**src/rtl/add_share_arbiter.sv**
```systemverilog
// add_share_arbiter: one WIDTH-bit adder shared by two requesters.
// A two-state FSM (IDLE/RESP) grants one requester per transaction, using a
// round-robin pointer when both request, and presents the registered result
// until the consumer takes it.
//
// Build option: define ADD_SHARE_ARBITER_SATURATE_EN to clamp res_data to
// all-ones on carry-out; otherwise res_data is the wrapped sum.
//
// Ports:
//   clk, rst_n                   clock, async active-low reset
//   reqN_valid, reqN_a, reqN_b   requester N operands (N = 0, 1)
//   reqN_ready                   requester N accepted this cycle (combinational)
//   res_valid, res_data          registered result and its valid
//   res_carry, res_id            carry-out of the raw sum, owning requester
//   res_ready                    consumer takes the result this cycle
module add_share_arbiter #(
    parameter int unsigned WIDTH = 8
) (
    input  logic             clk,
    input  logic             rst_n,
    input  logic             req0_valid,
    input  logic [WIDTH-1:0] req0_a,
    input  logic [WIDTH-1:0] req0_b,
    output logic             req0_ready,
    input  logic             req1_valid,
    input  logic [WIDTH-1:0] req1_a,
    input  logic [WIDTH-1:0] req1_b,
    output logic             req1_ready,
    output logic             res_valid,
    output logic [WIDTH-1:0] res_data,
    output logic             res_carry,
    output logic             res_id,
    input  logic             res_ready
);

    typedef enum logic {
        IDLE = 1'b0,
        RESP = 1'b1
    } state_t;

    state_t           state_q, state_d;
    logic             rr_q, rr_d;
    logic             grant_c;
    logic             fire_c;
    logic [WIDTH-1:0] op_a_c, op_b_c;
    logic [WIDTH:0]   sum_c;
    logic [WIDTH-1:0] data_c;

    // Grant: sole valid requester wins; on contention the pointer decides.
    always_comb begin
        grant_c = rr_q;
        if (req0_valid && !req1_valid) begin
            grant_c = 1'b0;
        end else if (req1_valid && !req0_valid) begin
            grant_c = 1'b1;
        end
    end

    // Ready only in IDLE for the granted, valid requester; gated by reset.
    assign req0_ready = rst_n && (state_q == IDLE) && req0_valid && !grant_c;
    assign req1_ready = rst_n && (state_q == IDLE) && req1_valid && grant_c;
    assign fire_c     = req0_ready || req1_ready;

    // Shared adder on the granted operands.
    assign op_a_c = grant_c ? req1_a : req0_a;
    assign op_b_c = grant_c ? req1_b : req0_b;
    assign sum_c  = {1'b0, op_a_c} + {1'b0, op_b_c};

`ifdef ADD_SHARE_ARBITER_SATURATE_EN
    assign data_c = sum_c[WIDTH] ? {WIDTH{1'b1}} : sum_c[WIDTH-1:0];
`else
    assign data_c = sum_c[WIDTH-1:0];
`endif

    // State and round-robin pointer registers.
    always_ff @(posedge clk or negedge rst_n) begin
        if (!rst_n) begin
            state_q <= IDLE;
            rr_q    <= 1'b0;
        end else begin
            state_q <= state_d;
            rr_q    <= rr_d;
        end
    end

    // Next-state logic; the cycle that retires a result never accepts.
    always_comb begin
        state_d = state_q;
        rr_d    = rr_q;
        case (state_q)
            IDLE: begin
                if (fire_c) begin
                    state_d = RESP;
                    rr_d    = ~grant_c;
                end
            end
            RESP: begin
                if (res_ready) begin
                    state_d = IDLE;
                end
            end
            default: state_d = IDLE;
        endcase
    end

    // Result registers: loaded on handshake, held through RESP.
    always_ff @(posedge clk or negedge rst_n) begin
        if (!rst_n) begin
            res_valid <= 1'b0;
            res_data  <= '0;
            res_carry <= 1'b0;
            res_id    <= 1'b0;
        end else begin
            res_valid <= (state_d == RESP);
            if (fire_c) begin
                res_data  <= data_c;
                res_carry <= sum_c[WIDTH];
                res_id    <= grant_c;
            end
        end
    end

endmodule

```
**config.mk**
```make
export PLATFORM = sky130hd
export DESIGN_NAME = add_share_arbiter
export DESIGN_NICKNAME = d
export VERILOG_FILES = /design/src/rtl/add_share_arbiter.sv
export SDC_FILE = /design/constraint.sdc
export NUM_CORES = 1
export LEC_CHECK = 0
export BUFFER_PORTS_ARGS = -buffer_cell sky130_fd_sc_hd__buf_2
export CORE_MARGIN = 4
export CORE_UTILIZATION = 30
export CTS_CLUSTER_DIAMETER = 200
export DETAILED_ROUTE_END_ITERATION = 7
export GPL_TIMING_DRIVEN = 0
export HOLD_SLACK_MARGIN = 0.12
export PLACE_DENSITY = 0.65
export SETUP_SLACK_MARGIN = 0.1
export SYNTH_ARGS = -nofsm -noshare
export SYNTH_HDL_FRONTEND = slang
export SYNTH_SLANG_ARGS = --single-unit
```
**constraint.sdc**
```tcl
create_clock -name clk -period 7.9 [get_ports clk]
set_input_delay 0.395 -clock clk [delete_from_list [all_inputs] [get_ports clk]]
set_output_delay 0.395 -clock clk [all_outputs]
set_load 0.02 [all_outputs]
```
After elaboration in Yosys (flattened, before gate mapping)
Cells that the tools add are included.
- bits in writable memories: 0
- output and inout port bits: 13
- ROM bits: 0
- bits of input ports: 37
- memories: 0
- latch bits: 0
- logic and storage cells: 27
- bits in registers: 12
- bitwise gates (word level): 2
- $mul: 0
- div/mod/pow operators: 0
- magnitude comparators: 0
- equal/unequal tests: 0
- shifts and indexed selects: 0
- reductions and logical operators: 12
- add/sub/neg operators: 1
- muxes and demuxes: 7
- operators by type and width (cell ; number):
    $mux 8 ; 2
    $add 8x8->9 ; 1
    $logic_and 1x1->1 ; 7
    $mux 1 ; 4
    $logic_not 1->1 ; 3
    $not 1->1 ; 2
    $pmux 1 s2 ; 1
    $reduce_and 2->1 ; 1
    $logic_or 1x1->1 ; 1

Depth between registers and ports, before layout
Gate-level depths: netlist of the first run.
- depth after elaboration: 9
- depth in mapped cells: 10
- mapped depth without buffers: 9

Worst setup path after synthesis of the first run
OpenSTA, ideal clock, no wires.
- path kind: register to register
- from: reg rr_q
- to: reg res_data[6]
- data arrival time: 2591 ps
- period minus slack after synthesis: 2726 ps
- library setup time: 135 ps
- path buffers: 1
- data required time: 7765 ps
- stages on the path, launching flop included: 10
- slack: 5174 ps
- cells stage by stage: dfrtp_1 > maj3_4 > buf_12 > mux2_4 > ha_1 > fa_1 > a211oi_1 > nor4b_1 > a2111oi_0 > o21ai_0
- word-level cells in the longest chain between the ends: 5
- elaborated cells on any way between the ends: 9
- classes of those cells: 1 x add/sub; 4 x mux; 4 x reduce/logical
- RTL lines (item ; line ; source):
    from (decl) ; 42 ; logic rr_q, rr_d;
    from (signal assigned) ; 82 ; rr_q <= rr_d;
    $mux 1 * ; 54 ; end else if (req1_valid && !req0_valid) begin
    $mux 1 * ; 52 ; if (req0_valid && !req1_valid) begin
    branches (longest 3 deep; another with $add 8x8->9) ; -- ;
    to (signal assigned) ; 116 ; res_data <= data_c;
    to (decl) ; 30 ; output logic [WIDTH-1:0] res_data,
Mark *: on every way between the ends.
A chain may end at the register's enable or synchronous reset.

Final worst setup path of the first run
Ends and elaborated chain as after synthesis.

==> impl_metrics.py, run 1 <==
metrics = {
    "clock_tree": {
        "cts_buffers": 3,
        "clk_path_buf_depth": 2,
        "root_buffer": "clkbuf_4",
        "tritoncts": "done",
        "htreeDepth": 1,
        "clk_latency_ns": 0.26,
        "cts.sinks": 12,
        "clk_pin_slew_ns": 0.07,
        "cts_resized": 0,
    },
    "timing": {
        "grt_setup_unrepaired": "false",
        "holdWs_ns": 0.3130,
        "fmax_mhz": 324.9,
        "setup-tns-final_ns": 0,
        "final_hold_viol_count": 0,
        "fin_crit_sh_pct": 38.96,
        "layout_setup_ws_ns": 4.822,
        "period_needed_ns": 3.078,
        "setup_viol": 0,
        "fin_skew_ns": 0.0005522,
        "max_slew.worst_pin.slew_ns": 0.4585,
        "drv_slew": 0,
        "slew_headroom_pct": 68.64,
    },
    "cells_and_area": {
        "fin_area_um2": 1440,
        "area_growth_pct": 32.00,
        "layout-drive-gt1-share_pct": 45.40,
        "nFillCells": 347,
        "nNetsFinal": 210,
        "finalCoreUtilization_pct": 42.16,
        "antenna_cells": 0,
        "stdcell_count": 209,
    },
    "detailed_routing": {
        "drt_first_iter_violations": 38,
        "wl_per_cell_um": 12.21,
        "dr.pass1.iters": 5,
        "vias_per_cell": 4.947,
        "drc": 0,
        "vias": 1034,
        "ant_nets": 0,
        "routed_wl_mm": 2.552,
    },
    "setup_path": {
        "crit_type": "flip-flop to flip-flop",
        "critical_path.max_fanout": 10,
        "cp_data_required_time_ns": 8.04,
        "cp-start-kind": "flip-flop",
        "slowest_stage": "dfrtp_1",
        "slowest_delay_ns": 0.44,
        "path_cells": "maj3_4 > buf_12 > mux2_4 > ha_1 > fa_1 > a211oi_1 > nor4b_1 > a2111oi_0 > o21ai_0",
        "end_kind": "flip-flop",
        "worstPathArrival_ns": 3.21,
    },
    "power_and_ir_drop": {
        "total_power_uw": 371.1,
        "p_sw_uw": 155.4,
        "p_per_area_nw_per_um2": 257.7,
        "intPower_uw": 215.7,
        "p_seq_share_pct": 27.9,
        "swShare_pct": 41.87,
        "p_comb_share_pct": 59.4,
        "pwr-share-clk_pct": 12.7,
        "vdd_drop_max_uv": 104.8,
        "power.leakage_nw": 0.7336,
    },
    "grt": {
        "antenna_found_initial": 0,
        "first_global_vias": 1021,
        "grt_start_max_net_pins": 15,
        "grt.total_usage_pct": 12.04,
        "gr-usage-met1_pct": 13.30,
        "met3_usage_pct": 1.806,
        "busiest_layer": "met2",
        "grt_pass1_wl_mm": 4.243,
        "use_met2_pct": 22.14,
        "grt_overflow": 0,
    },
    "yosys": {
        "ys_seq_elements": 12,
        "synth.top_cells.by_area": "dfrtp_1 (28%), mux2_4 (14%), ha_1 (9.2%), mux2_2 (6.2%), nand2_1 (3.8%)",
        "synth_edf_count": 0,
        "async_reset_ff_share_pct": 100.0,
        "synth_common_cells": "dfrtp_1 (12), nand2_1 (11), mux2_4 (10)",
        "synth-seq-area-share_pct": 27.52,
        "yosysMostFrequentCell": "dfrtp_1",
        "yosysTopAreaCell": "dfrtp_1",
        "synth_area_um2": 1091,
        "synth_flop_cell": "dfrtp_1",
        "synth.distinct_cells": 36,
        "synth_warnings": 0,
        "syn-num-nets": 155,
        "syn_inst": 109,
        "avgSynthCellArea_um2": 10.01,
        "yosysTopAreaCellShare_pct": 27.52,
    },
    "die": {
        "die_h_um": 68.31,
        "io_pins": 50,
        "rows": 21,
        "die_w_um": 68.31,
        "initial_utilization_pct": 31.94,
        "core_um2": 3416,
        "die_area_um2": 4666,
    },
    "place": {
        "placed_cell_area_um2": 1394,
        "dpl.cell_count": 204,
        "gp_congestion": 0.7634,
        "place_ws_ns": 4.688,
        "dp_hpwl_mm": 2.189,
        "port_buffers": 49,
    },
    "outcome": {
        "outcome": "finished, final reports clean",
    },
    "hold_path": {
        "hp-class": "input port to flip-flop",
    },
    "job": {
        "cap_viol_max_count": 0,
    },
}
## final timing paths
check	depth (start not counted)	slack, ns	startpoint	endpoint
worst max-delay path	9	4.82	rr_q	res_data[6]
worst min-delay path	2	0.31	res_ready	res_valid
worst max register to register	9	4.82	rr_q	res_data[6]
worst min register to register	2	0.48	res_data[4]	res_data[4]
max in group asynchronous	2	7.14	rst_n	res_carry
min in group asynchronous	2	0.54	rst_n	res_data[1]
## layout make-up
class / instances / area, µm² / share of cell area (%)
Multi-Input combinational cell: 93 / 759.5 / 52.74
Sequential cell: 12 / 300.3 / 20.85
Timing Repair Buffer: 50 / 255.2 / 17.72
Tap cell: 46 / 57.56 / 3.997
Clock buffer: 4 / 36.28 / 2.520
Buffer: 2 / 23.77 / 1.651
Inverter: 2 / 7.507 / 0.5213
## sequential cells by signal (all words and copies together), names as in the netlist
signal	count
res_carry	1
res_data	8
res_id	1
res_valid	1
rr_q	1
## power by group through the flow
stage | registers [mW] | clock network, mW | logic [mW]
2_1_floorplan | 0.133 | 0 | 0.130
3_3_place_gp | 0.103 | 0 | 0.215
3_5_place_dp | 0.105 | 0 | 0.222
4_1_cts | 0.104 | 0.0494 | 0.223
5_1_grt | 0.107 | 0.0518 | 0.243
6_report | 0.103 | 0.0470 | 0.221
## kinds of logic after synthesis
group	count (synthesis)	share of synthesized area (%)
simple gates	36	17.89
compound gates	28	17.09
mux	16	19.95
flops	12	27.52
fa+ha+maj	10	12.27
buf+inv	4	2.866
xor+xnor	3	2.409
## worst max-delay path: cells and delay by family (launching register included)
| family | cells | cell delay, ns |
|---|---|---|
| buffers and inverters | 1 | 0.18 |
| multiplexers | 1 | 0.29 |
| flip-flops | 1 | 0.44 |
| AND/OR/NAND/NOR | 1 | 0.09 |
| adder cells (fa/ha/maj) | 3 | 1.09 |
| AO/OA/AOI/OAI | 3 | 0.85 |
## layer usage
layer  wire, µm  vias up
met1       1102      467
met5          0        -
met2       1251       43
li1           -      522
met4         36        0
met3        161        2
## layout by cell type, fill, tap and decap left out, drive strengths merged, types with 2 or more instances in the layout
master	count
a211oi	3
a21o	2
a21oi	6
buf	50
clkbuf	5
dfrtp	12
ha	8
inv	2
mux2	16
nand2	11
nand3	3
nor2	7
nor3	4
nor4b	4
o211a	2
o21a	2
o21ai	8
xor2	2
## what timing repair did
action | in CTS | in global routing
hold buffers | 1 | 0
buffers inserted | 0 | 0
endpoints found under the hold margin | 12 | 0
setup endpoints to repair | 0 | 0
Power figures use the tool's default switching activity.
==> run 2, diff against run 1 <==
--- a/config.mk
+++ b/config.mk
@@ -5,6 +5,7 @@
 export SDC_FILE = /design/constraint.sdc
 export NUM_CORES = 1
 export LEC_CHECK = 0
+export ABC_AREA = 1
 export BUFFER_PORTS_ARGS = -buffer_cell sky130_fd_sc_hd__buf_2
 export CORE_MARGIN = 4
 export CORE_UTILIZATION = 30
@@ -12,7 +13,7 @@
 export DETAILED_ROUTE_END_ITERATION = 7
 export GPL_TIMING_DRIVEN = 0
 export HOLD_SLACK_MARGIN = 0.12
-export PLACE_DENSITY = 0.65
+export PLACE_DENSITY = 0.67
 export SETUP_SLACK_MARGIN = 0.1
 export SYNTH_ARGS = -nofsm -noshare
 export SYNTH_HDL_FRONTEND = slang
==> constraint.sdc (replaced) <==
create_clock -name clk -period 2.8 [get_ports clk]
set_input_delay 0.14 -clock clk [delete_from_list [all_inputs] [get_ports clk]]
set_output_delay 0.14 -clock clk [all_outputs]
set_load 0.02 [all_outputs]
==> impl_metrics.py, run 2 <==
metrics = {
    "clock_tree": {
        "htreeDepth": 1,
        "cts_buffers": 3,
        "cts_resized": 0,
        "cts.sinks": 12,
        "postCtsSetupBuffers": 0,
        "clk_latency_ns": 0.23,
        "tritoncts": "done",
        "cts.hold.buffers_added": 2,
        "root_buffer": "clkbuf_8",
        "clk_pin_slew_ns": 0.05,
        "clk_path_buf_depth": 2,
    },
    "timing": {
        "fmax_mhz": 423.5,
        "slew_headroom_pct": 77.63,
        "grt_setup_unrepaired": "false",
        "period_needed_ns": 2.361,
        "setup_viol": 0,
        "fin_skew_ns": 0.0007678,
        "final_hold_viol_count": 0,
        "drv_slew": 0,
        "fin_crit_sh_pct": 84.33,
        "setup-tns-final_ns": 0,
        "holdWs_ns": 0.3139,
        "max_slew.worst_pin.slew_ns": 0.3354,
    },
    "power_and_ir_drop": {
        "p_per_area_nw_per_um2": 709.2,
        "power.leakage_nw": 0.8767,
        "pwr-share-clk_pct": 13.8,
        "p_seq_share_pct": 26.3,
        "p_comb_share_pct": 59.9,
        "intPower_uw": 592.0,
        "vdd_drop_max_uv": 201.6,
        "swShare_pct": 44.82,
        "total_power_mw": 1.073,
        "p_sw_uw": 480.8,
    },
    "setup_path": {
        "rr_worst_depth": 14,
        "crit_path_frequent_cell": "nand2_1",
        "cp-start-kind": "flip-flop",
        "timing.rr.end": "res_carry",
        "slowest_delay_ns": 0.40,
        "worstPathArrival_ns": 2.48,
        "regToRegStartpoint": "rr_q",
        "slowest_stage": "fa_1",
        "startpoint": "rr_q",
        "cp-endpoint": "res_carry",
        "end_kind": "flip-flop",
        "path_cells": "inv_1 > o21ai_4 > o21ai_2 > clkbuf_8 > nand2_1 > o21ai_2 > ha_1 > fa_1 > nand2_1 > nand2_1 > nand3_1 > nor2_1 > o21ai_0 > nand2_1",
        "cp_num_buf_inv": 2,
        "critical_path.max_fanout": 10,
        "crit_type": "flip-flop to flip-flop",
        "cp_data_required_time_ns": 2.92,
        "rrSetupSlack_ns": 0.44,
        "crit_family": "adder cells",
        "path_depth": 14,
    },
    "cells_and_area": {
        "stdcell_count": 262,
        "largest-register": "res_data",
        "final_common_cell": "nand2_1",
        "nNetsFinal": 262,
        "largest_reg_flops": 8,
        "layout-drive-gt1-share_pct": 38.32,
        "area_growth_pct": 31.99,
        "antenna_cells": 0,
        "final_cell_mix": "nand2_1 (54), buf_2 (49), inv_1 (27)",
        "finalCoreUtilization_pct": 41.01,
    },
    "yosys": {
        "syn_inst": 160,
        "yosysMostFrequentCell": "nand2_1",
        "synth.top_cells.by_area": "dfrtp_1 (26%), nand2_1 (18%), o21ai_2 (15%), inv_1 (8.8%), ha_1 (8.7%)",
        "synthMuxAreaShare_pct": 0,
        "synth_area_um2": 1146,
        "synth.distinct_cells": 20,
        "synth_common_cells": "nand2_1 (54), inv_1 (27), o21ai_2 (19)",
        "yosysTopAreaCellShare_pct": 26.20,
        "synth_edf_count": 0,
        "synth-simple-area-share_pct": 26.42,
        "synth_xor_area_share_pct": 1.528,
        "ys_seq_elements": 12,
        "syn-num-nets": 206,
        "avgSynthCellArea_um2": 7.163,
        "synthAdderAreaFrac_pct": 10.48,
        "synth_compound_area_share_pct": 21.72,
        "async_reset_ff_share_pct": 100.0,
        "synth-seq-area-share_pct": 26.20,
        "synth_top_family_by_area": "simple AND/OR/NAND/NOR gates",
        "synth_flop_cell": "dfrtp_1",
        "yosysTopAreaCell": "dfrtp_1",
        "synth_warnings": 0,
    },
    "die": {
        "rows": 22,
        "die_h_um": 69.81,
        "io_pins": 50,
        "die_area_um2": 4873,
        "core_um2": 3689,
        "die_w_um": 69.81,
        "initial_utilization_pct": 31.07,
    },
    "grt": {
        "grt.total_usage_pct": 11.00,
        "met3_usage_pct": 2.609,
        "busiest_layer": "met2",
        "grt_overflow": 0,
        "gr-usage-met1_pct": 12.44,
        "grt_start_max_net_pins": 14,
        "use_met2_pct": 20.88,
        "grt_pass1_wl_mm": 4.505,
        "first_global_vias": 1123,
        "antenna_found_initial": 0,
    },
    "detailed_routing": {
        "vias_per_cell": 4.374,
        "drt_first_iter_violations": 33,
        "routed_wl_mm": 2.536,
        "dr.pass1.iters": 4,
        "ant_nets": 0,
        "wl_per_cell_um": 9.679,
        "vias": 1146,
        "drc": 0,
    },
    "place": {
        "dpl.cell_count": 257,
        "dp_hpwl_mm": 2.213,
        "gp_congestion": 0.7770,
        "port_buffers": 49,
    },
    "outcome": {
        "outcome": "finished, final reports clean",
    },
    "hold_path": {
        "hp-class": "input port to async pin",
    },
    "job": {
        "cap_viol_max_count": 0,
    },
}
-- run 2: cell count changes after synthesis, moves of 4 or more --
cell,delta
mux2_4,-10
o21ai_2,+19
nand3_1,+5
nor4b_1,-4
mux2_2,-6
nor3_1,-4
inv_1,+26
nand2_1,+43
-- run 2: kinds of logic (layout without fill, tap and decap cells) --
logic type	count (synthesis)	count (layout)
XOR/XNOR	2	2
AND/OR/NAND/NOR	73	73
flip-flops	12	12
AO/OA/AOI/OAI	31	31
adder cells (fa/ha/maj)	9	9
buffers and inverters	33	87
-- run 2: layer usage --
metal	vias up	share of wire [%]	wire length [µm]
met4	0	0	0
met1	511	42	1067
met5	-	0	0
met2	28	52	1315
met3	0	6.0	153
li1	607	-	-
-- run 2: worst min-delay path by stage --
stage | cells after the start | end | start | slack (ns)
2_1_floorplan | 0 | res_carry | rst_n | -0.16
3_3_place_gp | 1 | res_valid | rst_n | 0.03
3_5_place_dp | 1 | res_valid | rst_n | 0.04
4_1_cts | 2 | res_data[3] | rst_n | 0.32
5_1_grt | 2 | res_data[3] | rst_n | 0.35
6_report | 2 | res_data[1] | rst_n | 0.31
-- run 2: cell type report --
type | instances | area (µm²)
Tap cell | 48 | 60.06
Timing Repair Buffer | 51 | 265.3
Clock buffer | 3 | 41.29
Inverter | 29 | 108.9
Multi-Input combinational cell | 115 | 689.4
Buffer | 4 | 47.55
Sequential cell | 12 | 300.3
Fill cell | 424 | 2176
-- run 2: power by group through the flow --
stage               clock [mW]  combinational, mW  sequential, mW
floorplan                    0              0.385           0.372
global placement             0              0.645           0.284
detailed placement           0              0.656           0.283
CTS                      0.155              0.660           0.283
global route             0.163              0.733           0.291
finish                   0.148              0.643           0.282
-- run 2: stage by stage --
stage / cell area (µm²) / setup WS [ns]
CTS: 1513 / 0.4198
global route: 1513 / 0.2037
floorplan: 1146 / 0.6283
finish: 1513 / 0.4388
detailed placement: 1451 / 0.4321
global placement: 1451 / 0.4190
==> run 3, diff against run 2 <==
--- a/config.mk
+++ b/config.mk
@@ -13,7 +13,7 @@
 export DETAILED_ROUTE_END_ITERATION = 7
 export GPL_TIMING_DRIVEN = 0
 export HOLD_SLACK_MARGIN = 0.12
-export PLACE_DENSITY = 0.67
+export PLACE_DENSITY = 0.65
 export SETUP_SLACK_MARGIN = 0.1
 export SYNTH_ARGS = -nofsm -noshare
 export SYNTH_HDL_FRONTEND = slang
==> constraint.sdc (replaced) <==
create_clock -name clk -period 2.4 [get_ports clk]
set_input_delay 0.12 -clock clk [delete_from_list [all_inputs] [get_ports clk]]
set_output_delay 0.12 -clock clk [all_outputs]
set_load 0.02 [all_outputs]
==> impl_metrics.py, run 3 (synthesis results as in run 2) <==
metrics = {
    "cells_and_area": {
        "nFillCells": 412,
        "final_common_cell": "nand2_1",
        "regArea_um2": 300.3,
        "largest-register": "res_data",
        "area_growth_pct": 43.01,
        "layout-drive-gt1-share_pct": 44.20,
        "largest_reg_flops": 8,
        "antenna_cells": 0,
        "multi_input_area_um2": 735.7,
        "nNetsFinal": 272,
        "final_cell_mix": "nand2_1 (54), buf_2 (49), inv_1 (26)",
        "finalCoreUtilization_pct": 44.44,
    },
    "grt": {
        "first_global_vias": 1059,
        "grt_start_max_net_pins": 14,
        "grt_overflow": 0,
        "antenna_found_initial": 0,
        "grt.total_usage_pct": 10.79,
        "grt_pass1_wl_mm": 4.409,
    },
    "detailed_routing": {
        "drt_first_iter_violations": 40,
        "drc": 0,
        "vias": 1152,
        "dr.pass1.iters": 4,
        "wl_per_cell_um": 9.875,
        "vias_per_cell": 4.235,
        "ant_nets": 0,
        "routed_wl_mm": 2.686,
    },
    "clock_tree": {
        "clk_path_buf_depth": 2,
        "clk_pin_slew_ns": 0.05,
        "clk_latency_ns": 0.23,
        "cts.sinks": 12,
        "htreeDepth": 1,
        "tritoncts": "done",
        "cts_buffers": 3,
        "root_buffer": "clkbuf_8",
    },
    "setup_path": {
        "crit_type": "flip-flop to flip-flop",
        "critical_path.max_fanout": 6,
        "cp-start-kind": "flip-flop",
        "end_kind": "flip-flop",
        "cp_num_buf_inv": 2,
        "slowest_delay_ns": 0.38,
        "path_cells": "buf_4 > o21ai_4 > buf_8 > o21ai_2 > ha_2 > fa_2 > nand2_1 > nand2_1 > nand3_2 > nor2_1 > o21ai_1 > nand2_1",
        "worstPathArrival_ns": 2.26,
        "cp_data_required_time_ns": 2.52,
        "crit_family": "adder cells",
        "regToRegStartpoint": "rr_q",
        "startpoint": "rr_q",
        "slowest_stage": "dfrtp_1",
        "crit_path_frequent_cell": "nand2_1",
    },
    "timing": {
        "grt_setup_unrepaired": "true",
        "max_slew.worst_pin.slew_ns": 0.2775,
        "final_hold_viol_count": 0,
        "period_needed_ns": 2.139,
        "layout_setup_ws_ns": 0.2610,
        "setup_viol": 0,
        "fin_skew_ns": 0.0005763,
        "fin_crit_sh_pct": 89.13,
        "drv_slew": 0,
        "slew_headroom_pct": 81.50,
        "setup-tns-final_ns": 0,
        "fmax_mhz": 467.5,
    },
    "die": {
        "die_area_um2": 4873,
        "die_h_um": 69.81,
        "die_w_um": 69.81,
        "rows": 22,
        "core_um2": 3689,
        "initial_utilization_pct": 31.07,
        "io_pins": 50,
    },
    "power_and_ir_drop": {
        "power.leakage_nw": 0.9234,
        "vdd_drop_max_uv": 258.3,
        "p_per_area_nw_per_um2": 819.5,
        "total_power_mw": 1.343,
    },
    "outcome": {
        "outcome": "finished, final reports clean",
    },
    "place": {
        "place_ws_ns": -0.02295,
        "dp_hpwl_mm": 2.104,
        "port_buffers": 49,
        "gp_congestion": 0.7778,
    },
    "job": {
        "cap_viol_max_count": 0,
    },
    "hold_path": {
        "hp-class": "input port to async pin",
    },
}
run 3: per-stage QoR:
stage	cell area, µm²	cells	hold WS, ns
2_1_floorplan	1146	160	-0.1756
3_3_place_gp	1451	257	0.01155
3_5_place_dp	1451	257	0.01237
4_1_cts	1539	264	0.3037
5_1_grt	1639	272	0.3300
6_report	1639	272	0.2981
run 3: final cells by class:
cell class / instances / share of cell area [%]
Buffer: 4 / 3.206
Clock buffer: 3 / 2.519
Timing Repair Buffer: 61 / 20.76
Multi-Input combinational cell: 115 / 44.89
Sequential cell: 12 / 18.32
Tap cell: 48 / 3.664
Inverter: 29 / 6.641
run 3: report_power, final:
| part | internal, mW | switching [mW] | total (mW) | leakage, nW |
|---|---|---|---|---|
| Clock | 0.109 | 0.0605 | 0.170 | 0.0216 |
| Combinational | 0.359 | 0.485 | 0.844 | 0.755 |
| Sequential | 0.288 | 0.0414 | 0.330 | 0.147 |
| Total | 0.756 | 0.587 | 1.34 | 0.923 |
run 3: final timing paths:
check	end	slack, ns	cells past startpoint
worst min register to register	res_data[1]	0.47	2
worst max-delay path	res_carry	0.26	12
max in group asynchronous	res_data[5]	1.88	2
min in group clk	res_data[0]	0.34	6
worst min-delay path	res_valid	0.30	2
worst max register to register	res_carry	0.26	12
run 3: layer usage:
layer / wire length (µm) / up-vias / global-route usage (%)
li1: - / 632 / -
met3: 156 / 0 / 2.899
met2: 1324 / 29 / 19.20
met4: 0 / 0 / 1.915
met5: 0 / - / 0
met1: 1205 / 491 / 13.07
run 3: what timing repair did:
action / in CTS / in global routing
hold buffers: 2 / 0
setup buffers: 2 / 8
gates resized for setup: 3 / 11
endpoints found under the hold margin: 13 / 0
pin swaps: 1 / 6
setup endpoints to repair: 2 / 5
run 3: worst reg2reg max path, delay by kind of cell, from the launching register on:
family,cells,cell delay (ns)
buffers and inverters,2,0.31
AOI/OAI and AO/OA,3,0.43
adders and majority gates,2,0.54
DFF,1,0.38
and+or+nand+nor,5,0.37
